[src/rtl/sb_stream_pkg.sv]
// Shared types and constants for the switchboard stream initiator.
// Optional watchdog: define SB_STREAM_TIMEOUT_EN to enable it in sb_stream_initiator.
package sb_stream_pkg;

    typedef enum logic [1:0] {
        IDLE = 2'd0,
        RUN  = 2'd1,
        DONE = 2'd2
    } state_e;

    localparam logic [63:0] DEFAULT_INCR = 64'd42;
    localparam int          PAYLOAD_W    = 64;

    // Value the responder is expected to return for a given sent payload.
    function automatic logic [PAYLOAD_W-1:0] expected_return(
        input logic [PAYLOAD_W-1:0] payload,
        input logic [PAYLOAD_W-1:0] incr
    );
        return payload + incr;
    endfunction

endpackage

[src/rtl/sb_stream_if.sv]
// Switchboard TX/RX stream bundle. The master is the originator of TX packets
// and the consumer of returned RX packets; the slave is the loop responder.
interface sb_stream_if #(
    parameter int DW = 256
) ();
    logic [DW-1:0] tx_data;
    logic [31:0]   tx_dest;
    logic          tx_last;
    logic          tx_valid;
    logic          tx_ready;

    logic [DW-1:0] rx_data;
    logic [31:0]   rx_dest;
    logic          rx_last;
    logic          rx_valid;
    logic          rx_ready;

    modport master (
        output tx_data, tx_dest, tx_last, tx_valid,
        input  tx_ready,
        input  rx_data, rx_dest, rx_last, rx_valid,
        output rx_ready
    );

    modport slave (
        input  tx_data, tx_dest, tx_last, tx_valid,
        output tx_ready,
        output rx_data, rx_dest, rx_last, rx_valid,
        input  rx_ready
    );
endinterface

[src/rtl/sb_stream_fifo.sv]
// Synchronous FIFO holding the expected return value of every packet in flight.
// DEPTH must be a power of two (>= 2). Flush empties it in one cycle.
module sb_stream_fifo
    import sb_stream_pkg::*;
#(
    parameter int WIDTH = PAYLOAD_W,
    parameter int DEPTH = 8
) (
    input  logic             clk,
    input  logic             nreset,
    input  logic             i_flush,
    input  logic             i_push,
    input  logic [WIDTH-1:0] i_push_data,
    input  logic             i_pop,
    output logic [WIDTH-1:0] o_head,
    output logic             o_full,
    output logic             o_empty
);
    localparam int AW = $clog2(DEPTH);

    logic [WIDTH-1:0] r_mem [DEPTH];
    logic [AW-1:0]    r_wr_ptr;
    logic [AW-1:0]    r_rd_ptr;
    logic [AW:0]      r_count;

    // Pointer and occupancy tracking; push and pop in one cycle leave the count unchanged.
    always_ff @(posedge clk) begin
        if (!nreset) begin
            r_wr_ptr <= '0;
            r_rd_ptr <= '0;
            r_count  <= '0;
        end else if (i_flush) begin
            r_wr_ptr <= '0;
            r_rd_ptr <= '0;
            r_count  <= '0;
        end else begin
            if (i_push) r_wr_ptr <= r_wr_ptr + AW'(1);
            if (i_pop)  r_rd_ptr <= r_rd_ptr + AW'(1);
            case ({i_push, i_pop})
                2'b10:   r_count <= r_count + (AW+1)'(1);
                2'b01:   r_count <= r_count - (AW+1)'(1);
                default: r_count <= r_count;
            endcase
        end
    end

    // Storage array; contents are only read while the FIFO is non-empty, so no reset.
    always_ff @(posedge clk) begin
        if (i_push) r_mem[r_wr_ptr] <= i_push_data;
    end

    assign o_head  = r_mem[r_rd_ptr];
    assign o_full  = (r_count == (AW+1)'(DEPTH));
    assign o_empty = (r_count == '0);

endmodule

[src/rtl/sb_stream_initiator.sv]
// Initiator end of the switchboard stream-modifier loop: sends a numbered burst of
// packets, checks that each returned packet carries payload + INCR, and reports
// completion. Optional idle watchdog enabled by defining SB_STREAM_TIMEOUT_EN.
module sb_stream_initiator
    import sb_stream_pkg::*;
#(
    parameter int          DW      = 256,
    parameter int          CNT_W   = 32,
    parameter int          DEPTH   = 8,
    parameter logic [63:0] INCR    = DEFAULT_INCR,
    parameter int          TMO_CYC = 1024
) (
    input  logic             clk,
    input  logic             nreset,
    input  logic             start,
    input  logic [CNT_W-1:0] num_pkts,
    input  logic [63:0]      seed,
    input  logic [31:0]      dest_in,
    sb_stream_if.master      sb,
    output logic             busy,
    output logic             done,
    output logic             err,
    output logic [CNT_W-1:0] err_count,
    output logic [CNT_W-1:0] rx_count,
    output logic             timeout
);
    state_e           r_state;
    state_e           w_state_next;
    logic [CNT_W-1:0] r_num;
    logic [CNT_W-1:0] r_k;
    logic [63:0]      r_payload;
    logic [31:0]      r_dest;
    logic             r_busy;
    logic             r_done;
    logic             r_err;
    logic [CNT_W-1:0] r_err_count;
    logic [CNT_W-1:0] r_rx_count;

    logic             w_start_acc;
    logic             w_tx_valid;
    logic             w_tx_hs;
    logic             w_rx_hs;
    logic             w_pop;
    logic             w_bad_rx;
    logic             w_full;
    logic             w_empty;
    logic             w_flush;
    logic             w_tmo_hit;
    logic [63:0]      w_head;
    logic [DW-1:0]    w_tx_data;
    logic             w_unused_rx;

    // start is only honoured outside a burst; tx_valid depends on registered state only.
    assign w_start_acc = start && (r_state != RUN);
    assign w_tx_valid  = (r_state == RUN) && (r_k < r_num) && !w_full;
    assign w_tx_hs     = w_tx_valid && sb.tx_ready;
    assign w_rx_hs     = (r_state == RUN) && sb.rx_valid;
    assign w_pop       = w_rx_hs && !w_empty;
    assign w_bad_rx    = w_rx_hs && (w_empty || (sb.rx_data[63:0] != w_head));
    assign w_flush     = w_start_acc || w_tmo_hit;

    sb_stream_fifo #(
        .WIDTH (PAYLOAD_W),
        .DEPTH (DEPTH)
    ) u_fifo (
        .clk         (clk),
        .nreset      (nreset),
        .i_flush     (w_flush),
        .i_push      (w_tx_hs),
        .i_push_data (expected_return(r_payload, INCR)),
        .i_pop       (w_pop),
        .o_head      (w_head),
        .o_full      (w_full),
        .o_empty     (w_empty)
    );

`ifdef SB_STREAM_TIMEOUT_EN
    localparam int WD_W = $clog2(TMO_CYC + 1);
    logic [WD_W-1:0] r_wdog;
    logic            r_timeout;

    assign w_tmo_hit = (r_state == RUN) && !w_empty && !w_rx_hs &&
                       (r_wdog == WD_W'(TMO_CYC - 1));

    // Watchdog: counts stalled RUN cycles with packets outstanding; any return restarts it.
    always_ff @(posedge clk) begin
        if (!nreset) begin
            r_wdog    <= '0;
            r_timeout <= 1'b0;
        end else if (w_start_acc) begin
            r_wdog    <= '0;
            r_timeout <= 1'b0;
        end else if ((r_state != RUN) || w_rx_hs) begin
            r_wdog    <= '0;
        end else if (w_tmo_hit) begin
            r_wdog    <= '0;
            r_timeout <= 1'b1;
        end else if (!w_empty) begin
            r_wdog    <= r_wdog + WD_W'(1);
        end
    end

    assign timeout = r_timeout;
`else
    localparam int unused_tmo_cyc = TMO_CYC;
    assign w_tmo_hit = 1'b0;
    assign timeout   = 1'b0;
`endif

    // FSM state register.
    always_ff @(posedge clk) begin
        if (!nreset) r_state <= IDLE;
        else         r_state <= w_state_next;
    end

    // FSM next state: a burst ends once every packet is sent and every return is matched.
    always_comb begin
        w_state_next = r_state;
        case (r_state)
            IDLE, DONE: begin
                if (start) w_state_next = (num_pkts == '0) ? DONE : RUN;
                else       w_state_next = r_state;
            end
            RUN: begin
                if (w_tmo_hit)                        w_state_next = DONE;
                else if ((r_k == r_num) && w_empty)   w_state_next = DONE;
                else                                  w_state_next = RUN;
            end
            default: w_state_next = IDLE;
        endcase
    end

    // Burst datapath: latched parameters, sent counter, payload and return statistics.
    always_ff @(posedge clk) begin
        if (!nreset) begin
            r_num       <= '0;
            r_k         <= '0;
            r_payload   <= 64'd0;
            r_dest      <= 32'd0;
            r_busy      <= 1'b0;
            r_done      <= 1'b0;
            r_err       <= 1'b0;
            r_err_count <= '0;
            r_rx_count  <= '0;
        end else begin
            r_busy <= (w_state_next == RUN);
            r_done <= (w_state_next == DONE);
            if (w_start_acc) begin
                r_num       <= num_pkts;
                r_k         <= '0;
                r_payload   <= seed;
                r_dest      <= dest_in;
                r_err       <= 1'b0;
                r_err_count <= '0;
                r_rx_count  <= '0;
            end else begin
                if (w_tx_hs) begin
                    r_k       <= r_k + CNT_W'(1);
                    r_payload <= r_payload + 64'd1;
                end
                if (w_rx_hs) begin
                    r_rx_count <= r_rx_count + CNT_W'(1);
                end
                if (w_bad_rx) begin
                    r_err <= 1'b1;
                    if (r_err_count != {CNT_W{1'b1}}) r_err_count <= r_err_count + CNT_W'(1);
                end
                if (w_tmo_hit) r_err <= 1'b1;
            end
        end
    end

    // Only the low 64 bits carry payload; upper data bits are always zero.
    always_comb begin
        w_tx_data        = '0;
        w_tx_data[63:0]  = r_payload;
    end

    // Returned dest/last and upper data bits carry nothing this block checks.
    assign w_unused_rx = ^{sb.rx_dest, sb.rx_last, sb.rx_data};

    assign sb.tx_data  = w_tx_data;
    assign sb.tx_dest  = r_dest;
    assign sb.tx_last  = 1'b1;
    assign sb.tx_valid = w_tx_valid;
    assign sb.rx_ready = r_busy;
    assign busy        = r_busy;
    assign done        = r_done;
    assign err         = r_err;
    assign err_count   = r_err_count;
    assign rx_count    = r_rx_count;

endmodule

[src/flat_wrapper.sv]
// flat-port wrapper written by rule: the top's interface ports become plain ports
module sb_stream_initiator_flat import sb_stream_pkg::*;
#(
    parameter int          DW      = 256,
    parameter int          CNT_W   = 32,
    parameter int          DEPTH   = 8,
    parameter logic [63:0] INCR    = DEFAULT_INCR,
    parameter int          TMO_CYC = 1024
)
  (clk, nreset, start, num_pkts, seed, dest_in, busy, done, err, err_count, rx_count, timeout, sb_tx_data, sb_tx_dest, sb_tx_last, sb_tx_valid, sb_tx_ready, sb_rx_data, sb_rx_dest, sb_rx_last, sb_rx_valid, sb_rx_ready);
  sb_stream_if #(.DW(DW)) sb_i ();
  input  logic clk;
  input  logic nreset;
  input  logic start;
  input  logic [CNT_W-1:0] num_pkts;
  input  logic [63:0] seed;
  input  logic [31:0] dest_in;
  output logic busy;
  output logic done;
  output logic err;
  output logic [CNT_W-1:0] err_count;
  output logic [CNT_W-1:0] rx_count;
  output logic timeout;
  output wire logic [$bits(sb_i.tx_data)-1:0] sb_tx_data;
  output wire logic [$bits(sb_i.tx_dest)-1:0] sb_tx_dest;
  output wire logic [$bits(sb_i.tx_last)-1:0] sb_tx_last;
  output wire logic [$bits(sb_i.tx_valid)-1:0] sb_tx_valid;
  input wire logic [$bits(sb_i.tx_ready)-1:0] sb_tx_ready;
  input wire logic [$bits(sb_i.rx_data)-1:0] sb_rx_data;
  input wire logic [$bits(sb_i.rx_dest)-1:0] sb_rx_dest;
  input wire logic [$bits(sb_i.rx_last)-1:0] sb_rx_last;
  input wire logic [$bits(sb_i.rx_valid)-1:0] sb_rx_valid;
  output wire logic [$bits(sb_i.rx_ready)-1:0] sb_rx_ready;
  assign sb_tx_data = sb_i.tx_data;
  assign sb_tx_dest = sb_i.tx_dest;
  assign sb_tx_last = sb_i.tx_last;
  assign sb_tx_valid = sb_i.tx_valid;
  assign sb_i.tx_ready = sb_tx_ready;
  assign sb_i.rx_data = sb_rx_data;
  assign sb_i.rx_dest = sb_rx_dest;
  assign sb_i.rx_last = sb_rx_last;
  assign sb_i.rx_valid = sb_rx_valid;
  assign sb_rx_ready = sb_i.rx_ready;
  sb_stream_initiator #(.DW(DW), .CNT_W(CNT_W), .DEPTH(DEPTH), .INCR(INCR), .TMO_CYC(TMO_CYC)) u_core (.clk(clk), .nreset(nreset), .start(start), .num_pkts(num_pkts), .seed(seed), .dest_in(dest_in), .sb(sb_i), .busy(busy), .done(done), .err(err), .err_count(err_count), .rx_count(rx_count), .timeout(timeout));
endmodule
[config.mk]
export PLATFORM = sky130hd
export DESIGN_NAME = sb_stream_initiator_flat
export DESIGN_NICKNAME = d
export VERILOG_FILES = /design/src/rtl/sb_stream_pkg.sv /design/src/rtl/sb_stream_if.sv /design/src/rtl/sb_stream_fifo.sv /design/src/rtl/sb_stream_initiator.sv /design/src/flat_wrapper.sv
export SDC_FILE = /design/constraint.sdc
export NUM_CORES = 1
export LEC_CHECK = 0
export CORE_AREA = 3 3 306 308
export DETAILED_ROUTE_END_ITERATION = 7
export DIE_AREA = 0 0 309 311
export GPL_TIMING_DRIVEN = 0
export MAX_ROUTING_LAYER = met4
export PLACE_DENSITY_LB_ADDON = 0.12
export SYNTH_ARGS = -nofsm -noshare
export SYNTH_HDL_FRONTEND = slang
export SYNTH_SLANG_ARGS = --single-unit
[constraint.sdc]
create_clock -name clk -period 24.3 [get_ports clk]
set_input_delay 4.86 -clock clk [delete_from_list [all_inputs] [get_ports clk]]
set_output_delay 4.86 -clock clk [all_outputs]
set_load 0.02 [all_outputs]
# Word level (Yosys, flattened, before mapping)

Memories as Yosys holds them, arrays and structs flattened. A register that Yosys moved wholly into a read port is not among the register bits.
Index checks and enable logic that the tools add are counted.

Register bits after elaboration: 239
RAM bits: 512
Bits of input ports: 422
Output and inout bits: 359
Word-level logic and storage cells: 66
Memories: 1

Memory list:

| name                | words | bits a word | read ports | clocked after Yosys merged registers in | write ports | line                 | text |
|---|---|---|---|---|---|---|---|
| u_core.u_fifo.r_mem | 8     | 64          | 1          | 1                                       | 1           | sb_stream_fifo.sv:21 | `logic [WIDTH-1:0] r_mem [DEPTH];` |

Add/sub/neg operators: 9
Order comparisons: 1
Eq/ne operators: 11
Mux-type cells: 11
Bitwise logic cells: 1
Reduce and logical (&&, ||, !) cells: 19

Operators by type and width:

| kind                    | count |
|---|---|
| $mux W64                | 2 |
| $add A32 B1 Y32 const B | 3 |
| $add A64 B1 Y64 const B | 1 |
| $add A64 B6 Y64 const B | 1 |
| $ne A64 B64 Y1          | 1 |
| $eq A32 B32 Y1          | 1 |
| $logic_not A32 Y1       | 1 |
| $lt A32 B32 Y1          | 1 |
| $ne A32 B32 Y1 const B  | 1 |
| $logic_and A1 B1 Y1     | 8 |
| $pmux W4 S2             | 1 |
| $add A3 B1 Y3 const B   | 2 |
| $eq A2 B1 Y1 const B    | 3 |
| $eq A2 B2 Y1 const B    | 3 |
| $mux W2                 | 3 |
| $mux W3                 | 2 |
| $add A4 B1 Y4 const B   | 1 |
| $eq A4 B4 Y1 const B    | 1 |
| $logic_not A4 Y1        | 1 |
| $pmux W2 S2             | 1 |
| $reduce_bool A2 Y1      | 2 |
| $reduce_or A2 Y1        | 2 |
| $sub A4 B1 Y4 const B   | 1 |
| $logic_not A1 Y1        | 2 |
| 6 further kinds         | 7 |

# Longest topological paths before layout

Depth in word-level cells: 6
Depth in mapped cells: 19
Depth with buffers taken out: 16

# Cells and area by module

Synthesis repeated with hierarchy kept, for this count alone.

Cell total of the unflattened synthesis: 2,827
Area, all modules: 35,004.8 sq um

By module, submodules not included:

| module              | instances | cells each | area an instance (sq um) | seq. area each (sq um) |
|---|---|---|---|---|
| sb_stream_fifo      | 1         | 813        | 19,851.5                 | 15,635.0 |
| sb_stream_initiator | 1         | 2,014      | 15,153.3                 | 4,584.4 |

# Worst setup path before layout

No wires, ideal clock.

Path kind: input to register
Start point: input port sb_tx_ready
End point: memory u_core.u_fifo.r_mem[2][0] (netlist bit) (enable)
Arrival: 12,473 ps
Slack: 11,161 ps
Stages: 6
Buffers on the path: 3
Cell sequence: o211a_1 -> clkbuf_1 -> clkinv_1 -> clkbuf_1 -> clkbuf_1 -> nor4b_1

Longest elaborated chain between the ends: 3

Ends and longest elaborated chain:

| element                       | line                      | text |
|---|---|---|
| start: declaration            | flat_wrapper.sv:28        | `input wire logic [$bits(sb_i.tx_ready)-1:0] sb_tx_ready;` |
| $logic_and A1 B1 Y1           | sb_stream_initiator.sv:56 | `assign w_tx_hs = w_tx_valid && sb.tx_ready;` |
| $mux W1                       | sb_stream_fifo.sv:49      | `if (i_push) r_mem[r_wr_ptr] <= i_push_data;` |
| $mux W1 (implied by the code) | sb_stream_fifo.sv:49      |  |
| end: declaration              | sb_stream_fifo.sv:21      |  |

Every way passes these cells.

# Final worst setup path

Start point: input port sb_tx_ready
End point: memory u_core.u_fifo.r_mem[0][22] (netlist bit) (enable)

The elaborated chain is that of the path after synthesis.

==> metrics.txt <==
status=finished, final reports clean; dpl hpwl=95,000 µm; maximum VDD drop=0.0563 mV; I/O Buffers=between 300 and 400; FP Rows=111; WP buf/inv=10; Worst slew margin=0.143; Final Hold Fails=0; wire per inst=25.8 µm; critical path cell sequence=clkdlybuf4s50_1 -> o211a_1 -> clkbuf_1 -> clkinv_1 -> clkbuf_1 -> clkbuf_1 -> nor4_2 -> buf_4 -> buf_4 -> buf_4 -> buf_4 -> buf_4; initial core utilization=0.377; fraction of layout cells with a size suffix above 1=0.152; final setup TNS=0 ns; Top delay family on crit path=buffers and inverters; combined area of the multi-input logic cells=12,700 µm²; mapped cell area=34,500 µm²; static leakage=15.1 nW; DRT antenna net count=0; Min-Delay Path Class=reg2reg; CP dominant cell by count=buf_4; Root Driver=clkbuf_16; fin util=0.479; GRT overflow=0; Post-CTS Resized=0; Max Slew Vio Count=0; DIE HEIGHT=311 µm; most area-consuming cells after synthesis=edfxtp_1 (45%), dfxtp_1 (14%), mux4_2 (6.9%); clock transition at the registers of the reported paths=0.06 ns; Die W=between 300 and 400 µm; Clock Tree Buf Depth=3; clk sinks=754; Mean Syn Cell Area=12.3 µm²; type of origin of the critical path=primary input; Vias=24.9k; Worst EP arrival=9.47 ns; vias per cell=between 5 and 6; post-synth top area share=0.446; endpoint class of the critical path=register; Least-Margin Pin Slew=1.29 ns; number of global-route vias before repair=25.0k; DR pass1 iterations=5; sequential cell area=between 20,000 and 25,000 µm²; first-pass GRT wire length=175,000 µm; most common cell after layout, fill and taps aside=edfxtp_1; clock period minus worst slack=9.12 ns; async set or reset register ratio after synthesis=0; Filler cells=approximately 8.2k; Peak Freq=110 MHz; crit path kind=in2reg; Clk Latency, worst-skew pair=0.66 ns; Max Clock Skew=roughly 0.032 ns; Num CTS Buffers=83; synth unique cells=63; die area=96,100 µm²; synth-to-layout area growth=27.2%; slowest stage cell, crit path=nor4_2; hold buffers post-CTS=0; area leader, netlist=edfxtp_1; CTS tree=built; Setup Viol. Count Final=0; top_reg_cell synth=edfxtp_1; Synth Register Bits=754; RSZ-0062 raised after global routing=false; most frequent cells in the layout=edfxtp_1 (512), clkdlybuf4s50_1 (361), nand2_1 (276); Max FO, Critical Path=10; Synth Warn #=0; initial antenna violation count=5; largest net degree at the start of global routing=24; Mapped Cells=about 2.8k; pwr/cell area=68.1 nW/µm²; DRT iter0 DRCs=2,197; Placer Congestion=0.944; EDFF count, synth=512; final wirelength=123,000 µm; CTS HTree Levels=3; sequential area share after synthesis=0.587; Core Region=91,400 µm²; post-route DRC violation count=0; CP max stage delay=roughly 0.75 ns; Final #Nets=3,963; setup bufs post-CTS=0; global-route usage over all layers=0.258; Crit path required time=24.65 ns; Max-Cap Viols=0; Final period util=0.375; Boundary Pins=781
## logic make-up after synthesis
logic type,Yosys count,share of synthesized area
other,2,0.000218
AND/OR/NAND/NOR,826,0.116
buffers and inverters,391,0.0677
XOR/XNOR,217,0.0552
flip-flops,754,0.587
AO/OA/AOI/OAI,351,0.0595
multiplexers,206,0.0985
adder cells (fa/ha/maj),43,0.0158
## worst paths after layout
check	start	end	slack [ns]	cells after the start
worst min-delay path	u_core.r_num[25]$_SDFFE_PN0P_	u_core.r_num[25]$_SDFFE_PN0P_	0.45	2
worst max-delay path	sb_tx_ready	u_core.u_fifo.r_mem[0][22]$_DFFE_PP_	15.18	12
worst min register to register	u_core.r_num[25]$_SDFFE_PN0P_	u_core.r_num[25]$_SDFFE_PN0P_	0.45	2
worst max register to register	u_core.r_num[9]$_SDFFE_PN0P_	u_core.u_fifo.r_mem[0][22]$_DFFE_PP_	18.00	18
## routing by layer
layer / wire (µm) / vias up / track usage
li1: - / 11300 / -
met1: 53200 / 12400 / 0.346
met3: 10200 / 126 / 0.0611
met2: 57100 / 1060 / 0.402
met5: 0 / - / -
met4: 2070 / 0 / 0.0523
## worst reg2reg max path, stage by stage (launching register included)
cell and delay (ns):
dfxtp_1 0.34, inv_1 0.05, ha_1 0.28, a21o_1 0.16, a21o_1 0.16, a21oi_1 0.16, o21ai_0 0.14, a221oi_1 0.63
o211a_1 0.27, clkbuf_1 0.55, clkinv_1 0.43, clkbuf_1 0.49, clkbuf_1 0.47, nor4_2 0.75, buf_4 0.32, buf_4 0.20
buf_4 0.20, buf_4 0.20, buf_4 0.20
## sequential cells by signal, indices dropped and copies added, names as in the netlist, 2 cells and up, named ones only
signal / cells
u_core.err_count: 32
u_core.r_k: 32
u_core.r_num: 32
u_core.r_payload: 64
u_core.r_state: 2
u_core.rx_count: 32
u_core.sb.tx_dest: 32
u_core.u_fifo.r_count: 4
u_core.u_fifo.r_mem: 512
u_core.u_fifo.r_rd_ptr: 3
u_core.u_fifo.r_wr_ptr: 3
## cells in the mapped netlist (all sizes together) (51+ instances only)
library cell	count
inv	51
xnor2	128
dfxtp	242
xor2	89
a21oi	156
nand4	64
mux2i	96
clkbuf	99
buf	239
mux4	106
nand3	80
nand2	276
edfxtp	512
nor3	65
o21ai	90
nor2	154
## area by class of cell
type	instances	area share
Inverter	53	0.00454
Antenna cell	5	0.000286
Sequential cell	754	0.461
Clock inverter	41	0.0103
Clock buffer	113	0.0518
Tap cell	1186	0.0339
Timing Repair Buffer	431	0.0999
Buffer	338	0.0487
Multi-Input combinational cell	1837	0.289
## power by group
group	internal, mW	leakage [nW]	switching (mW)
Combinational	0.114	7.13	0.180
Clock	0.718	1.31	0.534
Sequential	1.40	6.66	0.0316
Total	2.24	15.1	0.746
## stage by stage
stage | hold slack (ns) | setup WS, ns | cells | instance area, µm² | power (mW)
2_1_floorplan | 0.436 | 11.16 | 2982 | 35200 | 1.61
3_3_place_gp | 0.447 | 1.07 | 4529 | 40300 | 1.75
3_5_place_dp | 0.447 | 14.58 | 4599 | 41100 | 1.75
4_1_cts | 0.455 | 15.26 | 4753 | 43800 | 3.00
5_1_grt | 0.477 | 15.12 | 4757 | 43800 | 3.08
6_report | 0.455 | 15.18 | 4758 | 43800 | 2.98
Note: power is estimated with default switching activity, not from simulation.
